<file path="src/rtl/and_seq_pkg.sv">
// and_seq_pkg: shared definitions for the tt_um_and_seq pin-driven logic-unit
// sequencer: operation codes, controller states, uio pin bit positions, the
// constant uio output-enable pattern and the bitwise operation helper.
package and_seq_pkg;

  localparam int OP_W = 2;

  typedef enum logic [OP_W-1:0] {
    OP_AND  = 2'b00,
    OP_OR   = 2'b01,
    OP_XOR  = 2'b10,
    OP_NAND = 2'b11
  } op_e;

  typedef enum logic [1:0] {
    IDLE  = 2'd0,
    GOT_A = 2'd1,
    EXEC  = 2'd2,
    HOLD  = 2'd3
  } state_e;

  localparam int STB_BIT   = 0;
  localparam int ACK_BIT   = 1;
  localparam int OP_LSB    = 2;
  localparam int BUSY_BIT  = 4;
  localparam int VALID_BIT = 5;
  localparam int WANTB_BIT = 6;
  localparam int ERR_BIT   = 7;

  localparam logic [7:0] UIO_OE_VAL = 8'hF0;

  localparam int FIFO_DEPTH = 4;

  function automatic logic [7:0] alu(input logic [7:0] a, input logic [7:0] b,
                                     input op_e op);
    logic [7:0] r;
    case (op)
      OP_AND:  r = a & b;
      OP_OR:   r = a | b;
      OP_XOR:  r = a ^ b;
      OP_NAND: r = ~(a & b);
      default: r = '0;
    endcase
    return r;
  endfunction

endpackage

</file>
<file path="src/rtl/and_seq_sync.sv">
// and_seq_sync: SYNC_STAGES-deep pin synchronizer followed by a registered
// rising-edge detector. The pulse is one clock wide and appears SYNC_STAGES+1
// clocks after the pin rises; it is masked while ena is low, so edges seen
// during that time are lost.
//   clk, rst_n : clock, asynchronous active-low reset
//   ena        : pulse enable
//   din        : asynchronous pin input
//   pulse      : synchronous one-cycle rising-edge pulse
module and_seq_sync #(
  parameter int SYNC_STAGES = 2
) (
  input  logic clk,
  input  logic rst_n,
  input  logic ena,
  input  logic din,
  output logic pulse
);

  logic [SYNC_STAGES-1:0] sync_q;
  logic                   prev_q;
  logic                   pulse_q;

  always_ff @(posedge clk or negedge rst_n) begin
    if (!rst_n) begin
      sync_q  <= '0;
      prev_q  <= 1'b0;
      pulse_q <= 1'b0;
    end else begin
      sync_q  <= {sync_q[SYNC_STAGES-2:0], din};
      prev_q  <= sync_q[SYNC_STAGES-1];
      pulse_q <= sync_q[SYNC_STAGES-1] & ~prev_q;
    end
  end

  assign pulse = pulse_q & ena;

endmodule

</file>
<file path="src/rtl/tt_um_and_seq.sv">
// tt_um_and_seq: TinyTapeout top that sequences an 8-bit AND/OR/XOR/NAND unit.
// The host strobes operand A then operand B on ui_in (strobe = uio_in[0],
// op = uio_in[3:2]); the result is presented on uo_out until acknowledged
// (ack = uio_in[1]).
//   clk, rst_n : clock, asynchronous active-low reset
//   ena        : design selected; strobe/ack edges ignored while low
//   ui_in      : operand byte
//   uio_in     : [0] strobe, [1] ack, [3:2] op, [7:4] unused
//   uo_out     : result byte
//   uio_out    : [4] busy, [5] res_valid, [6] want_b, [7] err (sticky)
//   uio_oe     : constant 8'hF0
// Optional build macro AND_SEQ_FIFO_EN: results queue into a 4-entry FIFO,
// HOLD is skipped, uo_out shows the FIFO head and ack pops one entry.
module tt_um_and_seq
  import and_seq_pkg::*;
#(
  parameter int SYNC_STAGES = 2
) (
  input  logic       clk,
  input  logic       rst_n,
  input  logic       ena,
  input  logic [7:0] ui_in,
  input  logic [7:0] uio_in,
  output logic [7:0] uo_out,
  output logic [7:0] uio_out,
  output logic [7:0] uio_oe
);

  logic   stb_p;
  logic   ack_p;
  state_e state;
  logic [7:0] a_q;
  logic [7:0] b_q;
  op_e        op_q;
  logic       err_q;

  logic unused_pins;
  assign unused_pins = &{1'b0, uio_in[7:4]};

  assign uio_oe = UIO_OE_VAL;

  and_seq_sync #(.SYNC_STAGES(SYNC_STAGES)) u_stb_sync (
    .clk   (clk),
    .rst_n (rst_n),
    .ena   (ena),
    .din   (uio_in[STB_BIT]),
    .pulse (stb_p)
  );

  and_seq_sync #(.SYNC_STAGES(SYNC_STAGES)) u_ack_sync (
    .clk   (clk),
    .rst_n (rst_n),
    .ena   (ena),
    .din   (uio_in[ACK_BIT]),
    .pulse (ack_p)
  );

`ifdef AND_SEQ_FIFO_EN

  localparam logic [2:0] FIFO_FULL = 3'(FIFO_DEPTH);

  logic [7:0] fifo_mem [FIFO_DEPTH];
  logic [1:0] wr_ptr;
  logic [1:0] rd_ptr;
  logic [2:0] count;
  logic       push;
  logic       pop;

  // Fullness is decided at the B strobe; since only EXEC pushes, a push
  // always finds a free slot.
  always_comb begin
    push = (state == EXEC);
    pop  = ack_p && (count != '0);
  end

  always_ff @(posedge clk or negedge rst_n) begin
    if (!rst_n) begin
      for (int unsigned i = 0; i < FIFO_DEPTH; i++) fifo_mem[i] <= '0;
      wr_ptr <= '0;
      rd_ptr <= '0;
      count  <= '0;
    end else begin
      if (push) begin
        fifo_mem[wr_ptr] <= alu(a_q, b_q, op_q);
        wr_ptr           <= wr_ptr + 2'd1;
      end
      if (pop) rd_ptr <= rd_ptr + 2'd1;
      case ({push, pop})
        2'b10:   count <= count + 3'd1;
        2'b01:   count <= count - 3'd1;
        default: count <= count;
      endcase
    end
  end

  always_ff @(posedge clk or negedge rst_n) begin
    if (!rst_n) begin
      state <= IDLE;
      a_q   <= '0;
      b_q   <= '0;
      op_q  <= OP_AND;
      err_q <= 1'b0;
    end else begin
      case (state)
        IDLE: begin
          if (stb_p) begin
            a_q   <= ui_in;
            state <= GOT_A;
          end
        end
        GOT_A: begin
          if (stb_p) begin
            if (count == FIFO_FULL) begin
              err_q <= 1'b1;
              state <= IDLE;
            end else begin
              b_q   <= ui_in;
              op_q  <= op_e'(uio_in[OP_LSB +: OP_W]);
              state <= EXEC;
            end
          end
        end
        EXEC: begin
          if (stb_p) err_q <= 1'b1;
          state <= IDLE;
        end
        default: state <= IDLE;
      endcase
    end
  end

  assign uo_out  = fifo_mem[rd_ptr];
  assign uio_out = {err_q, (state == GOT_A), (count != '0), (state != IDLE), 4'b0000};

`else

  logic [7:0] res_q;
  logic       busy_q;
  logic       valid_q;
  logic       wantb_q;

  always_ff @(posedge clk or negedge rst_n) begin
    if (!rst_n) begin
      state   <= IDLE;
      a_q     <= '0;
      b_q     <= '0;
      op_q    <= OP_AND;
      res_q   <= '0;
      busy_q  <= 1'b0;
      valid_q <= 1'b0;
      wantb_q <= 1'b0;
      err_q   <= 1'b0;
    end else begin
      case (state)
        IDLE: begin
          if (stb_p) begin
            a_q     <= ui_in;
            state   <= GOT_A;
            busy_q  <= 1'b1;
            wantb_q <= 1'b1;
          end
        end
        GOT_A: begin
          if (stb_p) begin
            b_q     <= ui_in;
            op_q    <= op_e'(uio_in[OP_LSB +: OP_W]);
            state   <= EXEC;
            wantb_q <= 1'b0;
          end
        end
        EXEC: begin
          if (stb_p) err_q <= 1'b1;
          res_q   <= alu(a_q, b_q, op_q);
          valid_q <= 1'b1;
          state   <= HOLD;
        end
        HOLD: begin
          // A strobe coinciding with ack still flags err; ack still wins.
          if (stb_p) err_q <= 1'b1;
          if (ack_p) begin
            state   <= IDLE;
            valid_q <= 1'b0;
            busy_q  <= 1'b0;
          end
        end
        default: state <= IDLE;
      endcase
    end
  end

  assign uo_out  = res_q;
  assign uio_out = {err_q, wantb_q, valid_q, busy_q, 4'b0000};

`endif

endmodule

</file>
<file path="config.mk">
export PLATFORM = sky130hd
export DESIGN_NAME = tt_um_and_seq
export DESIGN_NICKNAME = d
export VERILOG_FILES = /design/src/rtl/and_seq_pkg.sv /design/src/rtl/and_seq_sync.sv /design/src/rtl/tt_um_and_seq.sv
export SDC_FILE = /design/constraint.sdc
export NUM_CORES = 1
export LEC_CHECK = 0
export ABC_AREA = 1
export BUFFER_PORTS_ARGS = -buffer_cell sky130_fd_sc_hd__buf_4
export CAP_MARGIN = 20
export CORE_MARGIN = 2
export CORE_UTILIZATION = 50
export CTS_CLUSTER_DIAMETER = 120
export DETAILED_ROUTE_END_ITERATION = 10
export PLACE_DENSITY = 0.72
export SLEW_MARGIN = 15
export SYNTH_ARGS = -nofsm -noshare
export SYNTH_HDL_FRONTEND = slang
export SYNTH_HIERARCHICAL = 1
export SYNTH_SLANG_ARGS = --single-unit
</file>
<file path="constraint.sdc">
create_clock -name clk -period 1.2 [get_ports clk]
set_input_delay 0.06 -clock clk [delete_from_list [all_inputs] [get_ports clk]]
set_output_delay 0.06 -clock clk [all_outputs]
set_load 0.03 [all_outputs]
</file>
==> impl_metrics.toml <==
[cells_and_area]
drive_above_1_share = 0.248
finalInstanceArea_mm2 = 0.00277
fin_util = 0.641
nets = 349
antenna-diode-count = 0
area_growth_syn_to_layout_pct = 24.6
fillers = 392

[timing]
finClkSkew_ns = 0.0119
slew_violations = 0
final_hold_viol_count = 0
hold_ws_ns = 0.0199
finalSetupViolations = 0
clock.fmax_ghz = 0.837
fin_crit_sh = 0.995
grt_setup_unrepaired = "true"
post-route-min-period_ns = 1.19

[die]
io_pins = 43
core-area_mm2 = 0.00432
die_area_mm2 = 0.00500
num_rows = 24
die_x_um = 70.7
die_h_um = 70.7
initial_core_util = 0.515

[worst_hold_path]
holdCritStartpoint = "uio_in[2]"
min_path_type = "in2reg"
hold_path_end = "op_q[0]"
holdPathStages = 3

[route]
drt_wl_total_mm = 4.07
drc = 0
drtAntennaViolNets = 0
viasPerCell = 4.63
wl_per_cell_um = 11.2
firstDrtPassIters = 4
vias = 1675
drt_iter0_drc = 158

[placement]
hpwl_mm = 2.74
gp_congestion = 0.760
postPlaceCellArea_mm2 = 0.00245
port_buffers = 26

[setup_path]
crit_path_start = "state[0]"
worst_r2r_endpoint = "state[0]"
reg2reg_from = "state[0]"
arrival_ns = 1.38
start_kind = "flop"
rrSetupSlack_ns = 0.006
path_class = "reg2reg"
critPathCaptureType = "flop"
critical_path.max_fanout = 5
crit_required_ns = 1.39
reg2reg_depth = 6

[cts]
clock_latency_ns = 0.30
path_clk_slew_ns = 0.08
cts-root-buf = "clkbuf_8"
numCtsBuffers = 5
clock_sinks = 40
clock_path_buffers = 2
cts_tree = "built"
h-tree-depth = 2

[global_route]
antenna_found_initial = 0
grt_pass1_vias = 1619
overflow = 0
grt_pass1_wl_mm = 6.91
grt_max_degree = 41
grt_use_total = 0.172

[power_and_ir_drop]
peakVddDrop_v = 0.00106
total_power_w = 0.00711
p_leak_nw = 1.51
power_per_cell_area_mw_per_mm2 = 2560

[synthesis]
synth_flop_cell = "dfrtp_1"
synth_top_family_by_area = "simple AND/OR/NAND/NOR gates"
synth_common_cells = "nand2_1 (56), inv_1 (51), dfrtp_1 (40)"
yosysTopAreaCellShare = 0.450
syn_area_mm2 = 0.00223
synthArstFlopShare = 1.00
yosysTopAreaCell = "dfrtp_1"
synth_most_common_cell = "nand2_1"
syn_avg_cell_area_um2 = 8.27
synth_compound_area_frac = 0.0843
synth_simple_gate_area_frac = 0.178
yosysSeqAreaShare = 0.450
muxShareOfSynthArea = 0
synth.area.top_cells = "dfrtp_1 (45%), ha_1 (12%), nand2_1 (9.4%), inv_1 (8.6%), buf_4 (5.4%)"
yosys_warnings = 6
ys_types = 19
postSynthCellCount = 269
synth-adder-area-share = 0.118
synth-xor-area-share = 0
synth_seq_cells = 40
synth_edf_count = 0

[status]
status = "complete, no violations"

[run]
maxCapViolations = 0
==> layout by cell type, fill, tap and decap left out, types with 5 or more instances in the layout <==
| cell | n |
|---|---|
| conb_1 | 12 |
| dfrtp_1 | 37 |
| nand2_2 | 6 |
| ha_1 | 17 |
| nand3_1 | 15 |
| nor2_1 | 16 |
| clkbuf_8 | 5 |
| o21ai_1 | 17 |
| a21oi_1 | 10 |
| buf_4 | 36 |
| inv_1 | 48 |
| nand2_1 | 49 |
==> metrics by stage <==
stage | TNS (ns) | std cells | setup WS [ns]
floorplan | 0 | 279 | 0.00336
global placement | -0.0114 | 344 | -0.00690
detailed placement | -0.438 | 344 | -0.0589
CTS | -0.00711 | 356 | -0.00305
global route | -0.511 | 362 | -0.0774
finish | 0 | 362 | 0.00577
==> registers in the layout (all words and copies together) (netlist names), 2 cells and up <==
register	flops
op_q	2
a_q	8
u_stb_sync/sync_q	2
b_q	8
state	2
uo_out	8
u_ack_sync/sync_q	2
==> worst max-delay path: stages, from the launching register on <==
cell and delay (ns):
dfrtp_2 0.46, buf_4 0.16, ha_4 0.17, nand2_2 0.07, o21ai_4 0.07, nand2_1 0.08
o21ai_1 0.07
==> power breakdown <==
group          leakage (nW)  switching [W]  total [W]  internal [W]
Combinational         0.979        0.00208    0.00369       0.00160
Clock                0.0552       0.000465    0.00108      0.000617
Sequential            0.476       0.000445    0.00234       0.00189
==> worst max path at each step <==
stage                      endpoint  slack, ns  cells past startpoint
after CTS                    b_q[5]     -0.003                      6
after global routing         busy_q      -0.08                      7
final                      state[0]      0.006                      6
after global placement       a_q[6]     -0.007                      6
after floorplan           uo_out[5]      0.003                      7
after detailed placement   state[0]      -0.06                      6
==> what timing repair did <==
item	4_1_cts	5_1_grt
hold buffers	3	0
hold endpoints to repair	42	0
pin swaps	0	10
cloned	0	2
setup endpoints to repair	19	31
resized for setup	7	51
setup buffers	1	4
==> area by class of cell <==
class                      instances  area (µm²)  share of cell area
clock buffer                       6        72.6              0.0262
sequential                        40        1000               0.362
clock inverter                     2        35.0              0.0126
tap                               52        65.1              0.0235
timing repair buffer              45         385               0.139
inverter                          52         205              0.0740
multi-input combinational        165        1000               0.362
==> logic make-up after synthesis <==
group,after synthesis
other cells,2
compound gates,36
fa+ha+maj,21
flops,40
buf+inv,75
simple gates,95
==> per-layer routing <==
metal | vias to the layer above | share of wire | global-route usage
li1 | 869 | - | -
met1 | 759 | 0.45 | 0.220
met2 | 39 | 0.49 | 0.286
met3 | 8 | 0.041 | 0.0313
met4 | 0 | 0.018 | 0.0755
met5 | - | 0 | 0
Power figures use the tool's default switching activity.
